`config.mk`:
```
export PLATFORM = sky130hd
export DESIGN_NAME = serial_adder
export DESIGN_NICKNAME = d
export VERILOG_FILES = /design/src/rtl/serial_adder_pkg.sv /design/src/rtl/serial_adder_full_adder_cell.sv /design/src/rtl/serial_adder.sv
export SDC_FILE = /design/constraint.sdc
export NUM_CORES = 1
export LEC_CHECK = 0
export CAP_MARGIN = 20
export CELL_PAD_IN_SITES_DETAIL_PLACEMENT = 2
export CELL_PAD_IN_SITES_GLOBAL_PLACEMENT = 2
export CORE_ASPECT_RATIO = 1.5
export CORE_MARGIN = 3
export CORE_UTILIZATION = 34
export CTS_CLUSTER_SIZE = 25
export DETAILED_ROUTE_END_ITERATION = 12
export GPL_TIMING_DRIVEN = 0
export HOLD_SLACK_MARGIN = 0.06
export PLACE_DENSITY_LB_ADDON = 0.1
export SLEW_MARGIN = 20
export SYNTH_ARGS = -nofsm -noshare
export SYNTH_HDL_FRONTEND = slang
export SYNTH_SLANG_ARGS = --single-unit
```
`constraint.sdc`:
```
create_clock -name clk -period 1.97 [get_ports clk]
set_clock_uncertainty 0.05 [all_clocks]
set_input_delay 0.591 -clock clk [delete_from_list [all_inputs] [get_ports clk]]
set_output_delay 0.591 -clock clk [all_outputs]
set_load 0.005 [all_outputs]
```
`src/rtl/serial_adder_pkg.sv`:
```
// Shared types for the bit-serial adder.
// The state encoding is fixed so that it stays stable across the
// serial_adder top and anything else that observes its state.
package serial_adder_pkg;

  typedef enum logic [1:0] {
    IDLE = 2'd0,
    ADD  = 2'd1,
    DONE = 2'd2
  } state_t;

endpackage

```
`src/rtl/serial_adder_full_adder_cell.sv`:
```
// One-bit full adder built from two half adders and an OR gate.
// This is the only arithmetic in the serial adder; it is evaluated once per
// clock on the LSBs of the operand shift registers.

module half_adder (
  input  logic a,
  input  logic b,
  output logic s,
  output logic c
);

  assign s = a ^ b;
  assign c = a & b;

endmodule

module full_adder_cell (
  input  logic a,
  input  logic b,
  input  logic cin,
  output logic s,
  output logic cout
);

  logic s0;
  logic c0;
  logic c1;

  // First half adder combines the operand bits.
  half_adder u_ha0 (
    .a (a),
    .b (b),
    .s (s0),
    .c (c0)
  );

  // Second half adder folds in the incoming carry.
  half_adder u_ha1 (
    .a (s0),
    .b (cin),
    .s (s),
    .c (c1)
  );

  // Only one of the two half adders can generate a carry at a time.
  assign cout = c0 | c1;

endmodule

```
`src/rtl/serial_adder.sv`:
```
// Bit-serial, LSB-first adder for two WIDTH-bit operands.
// Operands are accepted with a valid/ready handshake, one sum bit is produced
// per clock, and the registered result is offered with a second valid/ready
// handshake. Define SERIAL_ADDER_CIN_EN to add a carry_in port that seeds the
// carry flip-flop at the accept edge, allowing chained multi-word addition.

module serial_adder
  import serial_adder_pkg::*;
#(
  parameter int WIDTH = 8
) (
  input  logic             clk,
  input  logic             rst_n,
  input  logic             in_valid,
  output logic             in_ready,
  input  logic [WIDTH-1:0] a,
  input  logic [WIDTH-1:0] b,
`ifdef SERIAL_ADDER_CIN_EN
  input  logic             carry_in,
`endif
  output logic             out_valid,
  input  logic             out_ready,
  output logic [WIDTH-1:0] sum,
  output logic             carry_out,
  output logic             busy
);

  localparam int CNT_W = $clog2(WIDTH);
  localparam logic [CNT_W-1:0] LAST_CNT = CNT_W'(WIDTH - 1);

  state_t           state;
  state_t           state_next;

  logic [WIDTH-1:0] a_sh;
  logic [WIDTH-1:0] b_sh;
  logic [WIDTH-1:0] sum_sh;
  logic [WIDTH-1:0] sum_q;
  logic             carry_q;
  logic             carry_out_q;
  logic [CNT_W-1:0] count;

  logic             bit_s;
  logic             bit_c;
  logic             carry_init;
  logic             accept;
  logic             last_bit;

`ifdef SERIAL_ADDER_CIN_EN
  assign carry_init = carry_in;
`else
  assign carry_init = 1'b0;
`endif

  assign accept   = in_valid && in_ready;
  assign last_bit = (count == LAST_CNT);

  // The single adder cell always looks at the current LSBs and the carry FF.
  full_adder_cell u_fa (
    .a    (a_sh[0]),
    .b    (b_sh[0]),
    .cin  (carry_q),
    .s    (bit_s),
    .cout (bit_c)
  );

  // State register; reset drops any operation in progress.
  always_ff @(posedge clk or negedge rst_n) begin
    if (!rst_n) begin
      state <= IDLE;
    end else begin
      state <= state_next;
    end
  end

  // Next-state and handshake outputs, decoded purely from the current state.
  always_comb begin
    state_next = state;
    in_ready   = 1'b0;
    out_valid  = 1'b0;
    busy       = 1'b0;
    case (state)
      IDLE: begin
        in_ready = 1'b1;
        if (in_valid) begin
          state_next = ADD;
        end
      end
      ADD: begin
        busy = 1'b1;
        if (last_bit) begin
          state_next = DONE;
        end
      end
      DONE: begin
        out_valid = 1'b1;
        if (out_ready) begin
          state_next = IDLE;
        end
      end
      default: begin
        state_next = IDLE;
      end
    endcase
  end

  // Operand load, per-bit shifting, and result capture on the final bit.
  always_ff @(posedge clk or negedge rst_n) begin
    if (!rst_n) begin
      a_sh        <= '0;
      b_sh        <= '0;
      sum_sh      <= '0;
      sum_q       <= '0;
      carry_q     <= 1'b0;
      carry_out_q <= 1'b0;
      count       <= '0;
    end else if (accept) begin
      a_sh    <= a;
      b_sh    <= b;
      sum_sh  <= '0;
      carry_q <= carry_init;
      count   <= '0;
    end else if (state == ADD) begin
      a_sh    <= {1'b0, a_sh[WIDTH-1:1]};
      b_sh    <= {1'b0, b_sh[WIDTH-1:1]};
      sum_sh  <= {bit_s, sum_sh[WIDTH-1:1]};
      carry_q <= bit_c;
      if (last_bit) begin
        sum_q       <= {bit_s, sum_sh[WIDTH-1:1]};
        carry_out_q <= bit_c;
        count       <= '0;
      end else begin
        count <= count + CNT_W'(1);
      end
    end
  end

  assign sum       = sum_q;
  assign carry_out = carry_out_q;

endmodule

```
=== Word-level counts from Yosys, hierarchy flattened ===
Index checks and enable logic that the tools add are counted.

* Reductions and logical operators: 5
* Eq/ne operators: 6
* Muxes and demuxes: 18
* Bitwise operators: 6
* $add $sub $neg: 1

{| class="wikitable"
|+ Operators with widths
! kind !! count
|-
| two-way mux 8 bit || 6
|-
| two-way mux 3 bit || 3
|-
| two-way mux 2 bit || 3
|-
| inequality test 2 bit (second input constant) || 3
|-
| case mux 2 bit (3 select lines) || 1
|-
| AND reduction 3 bit || 2
|-
| two-way mux 1 bit || 5
|-
| adder 3 x 1 -> 3 bit (second input constant) || 1
|-
| == test 3 bit (second input constant) || 1
|-
| AND 1 bit || 2
|-
| == test 2 x 1 -> 1 bit (second input constant) || 1
|-
| == test 2 bit (second input constant) || 1
|-
| zero test 2 bit || 1
|-
| nonzero test 2 bit || 1
|-
| XOR 1 bit || 2
|-
| logical AND 1 bit || 1
|-
| inverter 1 bit || 1
|-
| OR 1 bit || 1
|}

* Register bits: 39
* Input bits: 20
* Logic and storage cells: 44
* Output and inout port bits: 12

=== Longest topological paths before layout ===
* Word-level depth: 5
* Depth in mapped cells: 6

=== Hierarchy ===
Synthesis repeated with hierarchy kept, for this count alone.

* Cells, all modules: 145
* Area, all modules: 1755.4 um^2

{| class="wikitable"
|+ Modules (own cells, without submodules)
! module !! instances !! sequential area each (um^2) !! area an instance (um^2) !! cells each
|-
| serial_adder || 1 || 950.9 || 1724.2 || 142
|-
| half_adder || 2 || 0.0 || 12.5 || 1
|-
| full_adder_cell || 1 || 0.0 || 6.3 || 1
|}

=== Worst setup path before layout ===
Ideal clock, no wire load.

* Kind: register to output
* Start: register state[1]
* End: output busy
* Required time: 1329 ps
* Stages on the path, launching flop included: 5
* Arrival: 852 ps
* Path slack: 477 ps
* Path through: dfrtp_1 -> nand2b_4 -> buf_6 -> inv_8 -> buf_6

* Longest elaborated chain between the ends: 2

{| class="wikitable"
|+ Ends and longest elaborated chain
! item !! RTL line !! text
|-
| start, declared || serial_adder.sv:31 || <nowiki>state_t state;</nowiki>
|-
| start signal, assigned || serial_adder.sv:71 || <nowiki>state <= state_next;</nowiki>
|-
| == test 2 x 1 -> 1 bit || serial_adder.sv:81 || <nowiki>case (state)</nowiki>
|-
| two-way mux 1 bit || serial_adder.sv:81 ||
|-
| end, declared || serial_adder.sv:25 || <nowiki>output logic busy</nowiki>
|}

Every way passes these cells.

=== Final worst setup path ===
* Start: register state[1]
* End: output in_ready

* Longest elaborated chain between the ends: 2

{| class="wikitable"
|+ Ends and longest elaborated chain
! item !! RTL line !! text
|-
| zero test 2 bit || serial_adder.sv:81 ||
|-
| two-way mux 1 bit || serial_adder.sv:81 ||
|-
| end, declared || serial_adder.sv:15 || <nowiki>output logic in_ready,</nowiki>
|}

Every way passes these cells.

==> impl_metrics.py <==
metrics = {
    "timing": {
        "rsz0062_at_grt": "no",
        "maxClockFrequency_ghz": 0.5243,
        "final-max-slew-violation-count": 0,
        "tightestPinTransition_ns": 0.3037,
        "relSlewSlack_pct": 79.76,
        "setup_tns_ns": 0,
        "min_period_over_period_pct": 96.81,
        "setup_violations": 0,
        "hold_viol": 0,
        "final.min_clock_period_ns": 1.907,
    },
    "setup_path": {
        "setup.reg_to_reg.worst_slack_ns": 0.39,
        "crit_slowest_cell": "sky130_fd_sc_hd__dfrtp_2",
        "crit_path_max_fanout": 3,
        "worst_path_dominant_cell_family": "flip-flops",
        "critical_path_class": "reg2out",
        "arrival_time_worst_endpoint_ns": 1.27,
        "worstPathBufferInverterCount": 2,
        "cp_slowest_stage_delay_ns": 0.46,
        "worst_setup_path_start_kind": "flop",
        "critPathRequiredTime_ns": 1.33,
        "cp_cell_sequence": "buf_4 > nor2_4 > clkdlybuf4s15_1",
        "crit_path_end_kind": "output pin",
    },
    "cts": {
        "cts_inserted_buffers": 5,
        "max-clock-path-buffers": 2,
        "clock_latency_ns": 0.29,
        "tritoncts": "yes",
        "cts_root_buf": "sky130_fd_sc_hd__clkbuf_8",
        "clkTransAtPathRegs_ns": 0.08,
        "number_of_clock_sinks": 38,
        "h-tree-depth": 2,
        "ctsHoldBuffers": 0,
    },
    "yosys": {
        "synth_compound_area_share_pct": 20.16,
        "synth.mux.area_fraction_pct": 8.096,
        "post_synth_and_or_nand_nor_area_fraction_pct": 7.121,
        "synth.lib_cells_used.distinct": 25,
        "syn-cell-area_mm2": 0.001669,
        "synth_top_flop_cell": "sky130_fd_sc_hd__dfrtp_1",
        "synthAdderAreaFrac_pct": 2.699,
        "synth_top_family_by_area": "compound AO/OA/AOI/OAI gates",
        "synth.yosys.seq_area_share_pct": 56.97,
        "postSynthRegisterBits": 38,
        "synth_commonest_cells": "sky130_fd_sc_hd__dfrtp_1 (38), sky130_fd_sc_hd__o22ai_1 (17), sky130_fd_sc_hd__a21oi_1 (13), sky130_fd_sc_hd__a22o_1 (10)",
        "ys_warn_count": 0,
        "synthesis.area_per_instance_um2": 12.74,
        "xor_and_xnor_fraction_of_the_mapped_netlist_area_pct": 0,
        "synth.net_count": 154,
        "yosysMostFrequentCell": "sky130_fd_sc_hd__dfrtp_1",
        "netlist.area_leader.share_pct": 56.97,
        "asyncSetResetFlopFracSynth_pct": 100.0,
        "edff_count_synth": 0,
        "yosysTopAreaCell": "sky130_fd_sc_hd__dfrtp_1",
        "ys_top_cells_by_area": "sky130_fd_sc_hd__dfrtp_1 (57%), sky130_fd_sc_hd__mux2_4 (8.1%), sky130_fd_sc_hd__o22ai_1 (6.4%)",
        "gate_count_of_the_mapped_netlist": 131,
    },
    "routing": {
        "ant_nets": 0,
        "routed_wire_length_per_instance_um": 17.73,
        "routed_wl_um": 4184,
        "detail_routed_via_count_per_cell": 5.229,
        "vias": 1234,
        "drcViolationCount": 0,
        "drt_first_pass_iters": 3,
        "drt-initial-drc-count": 37,
    },
    "global_routing": {
        "grt_pass1_wl_um": 7196,
        "globalRouteTotalUtil_pct": 15.97,
        "globalRoute.totalOverflow": 0,
        "grt_antenna_before_repair": 0,
        "first_global_vias": 1364,
        "pin_count_of_the_biggest_net_entering_global_routing": 29,
    },
    "floorplanning": {
        "die_area_mm2": 0.005803,
        "core.rowCount": 30,
        "die-width_um": 63.21,
        "initial_utilization_pct": 36.15,
        "floorplan.core_area_mm2": 0.004617,
        "ioPinCount": 32,
        "die_y_um": 91.81,
    },
    "min_path": {
        "holdCritPathClass": "in2async",
    },
    "placed_design": {
        "io_buffers": 31,
        "globalplace.congestion": 0.7351,
        "dpl.hpwl_um": 3004,
    },
    "layout": {
        "final_nets": 194,
        "multi_input_area_um2": 643.1,
        "flow.area_growth_from_synthesis_pct": 33.88,
        "n_antenna_cell": 0,
        "num-fill-cells": 464,
        "share_of_post_route_cells_with_drive_strength_above_1_pct": 23.26,
        "seq_area_um2": 952.2,
    },
    "pwr": {
        "total_power_uw": 3588,
        "power_density_normalized_to_cell_area_mw_per_mm2": 1605,
        "irDropWorstVdd_mv": 0.5148,
        "leak_uw": 0.0009869,
    },
    "status": {
        "outcome": "complete, no violations",
    },
    "job": {
        "total_of_max_cap_violations": 0,
    },
}
[layout by cell type (no fill, tap or decap), drive strengths merged]
cell type and instances:
o22ai 17, o21bai 1, mux2 9, fa 1
o31ai 2, ha 2, o221a 2, nand3b 2
o21ai 1, nor2 9, o21ba 1, clkdlybuf4s50 27
clkinv 1, bufinv 2, or2 1, a21oi 13
a21boi 1, nand2b 4, clkbuf 5, dfrtp 38
clkdlybuf4s15 3, a41o 1, inv 3, buf 12
a22o 10, nand2 4
[registers in the layout, summed over array words and instances, names as in the netlist]
register / cells
a_sh: 8
b_sh: 8
sum: 8
sum_sh: 7
count: 3
state: 2
carry_out: 1
carry_q: 1
[report_power, final]
part           total (µW)  internal [µW]  switching, µW
Clock                 805            508            298
Combinational        1410            781            625
Sequential           1380           1130            244
[final cells by class]
type	count	area share, %
multi-input cells	81	28.78
clock buffers	5	3.080
flip-flops and latches	38	42.61
repair buffers	35	15.62
clock inverters	3	3.080
plain buffers	7	2.296
well taps	64	3.583
inverters	3	0.9518
[cells by family (layout without fill, tap and decap cells)]
family                     Yosys count  after routing
AOI/OAI and AO/OA                   49             49
adders and majority gates            3              3
buffers and inverters               12             53
DFF                                 38             38
muxes                                9              9
and+or+nand+nor                     20             20
[per-stage QoR]
stage	instances	setup WS [ns]	util [%]	hold slack (ns)	instance area (µm²)
2_1_floorplan	131	0.4765	-	0.2454	1669
3_3_place_gp	226	-0.7061	44.61	0.4345	2059
3_5_place_dp	227	-0.1638	44.93	0.4456	2074
4_1_cts	237	0.003650	48.62	0.1242	2245
5_1_grt	236	0.007064	48.40	0.1205	2235
6_report	236	0.06279	48.40	0.1233	2235
[routing by layer]
metal / wire length (µm) / vias to the layer above / GRT usage, %
met4: 57 / 0 / 5.946
met1: 1639 / 639 / 18.07
li1: - / 565 / -
met3: 172 / 5 / 3.554
met5: 0 / - / 0
met2: 2314 / 25 / 28.90
[what timing repair did]
item / CTS / global route
endpoints found under the setup margin: 3 / 2
gates resized for setup: 14 / 1
setup buffers: 3 / 0
[path summary, 6_finish.rpt]
path	depth (start not counted)	to	from
max in group asynchronous	2	state[1]	rst_n
hold reg to reg	2	a_sh[7]	a_sh[7]
min in group clk	2	a_sh[7]	a_sh[7]
setup / recovery	3	in_ready	state[1]
setup reg to reg	5	sum[1]	state[1]
hold / removal	1	b_sh[4]	rst_n
No activity file was read; power rests on OpenSTA's default activity.
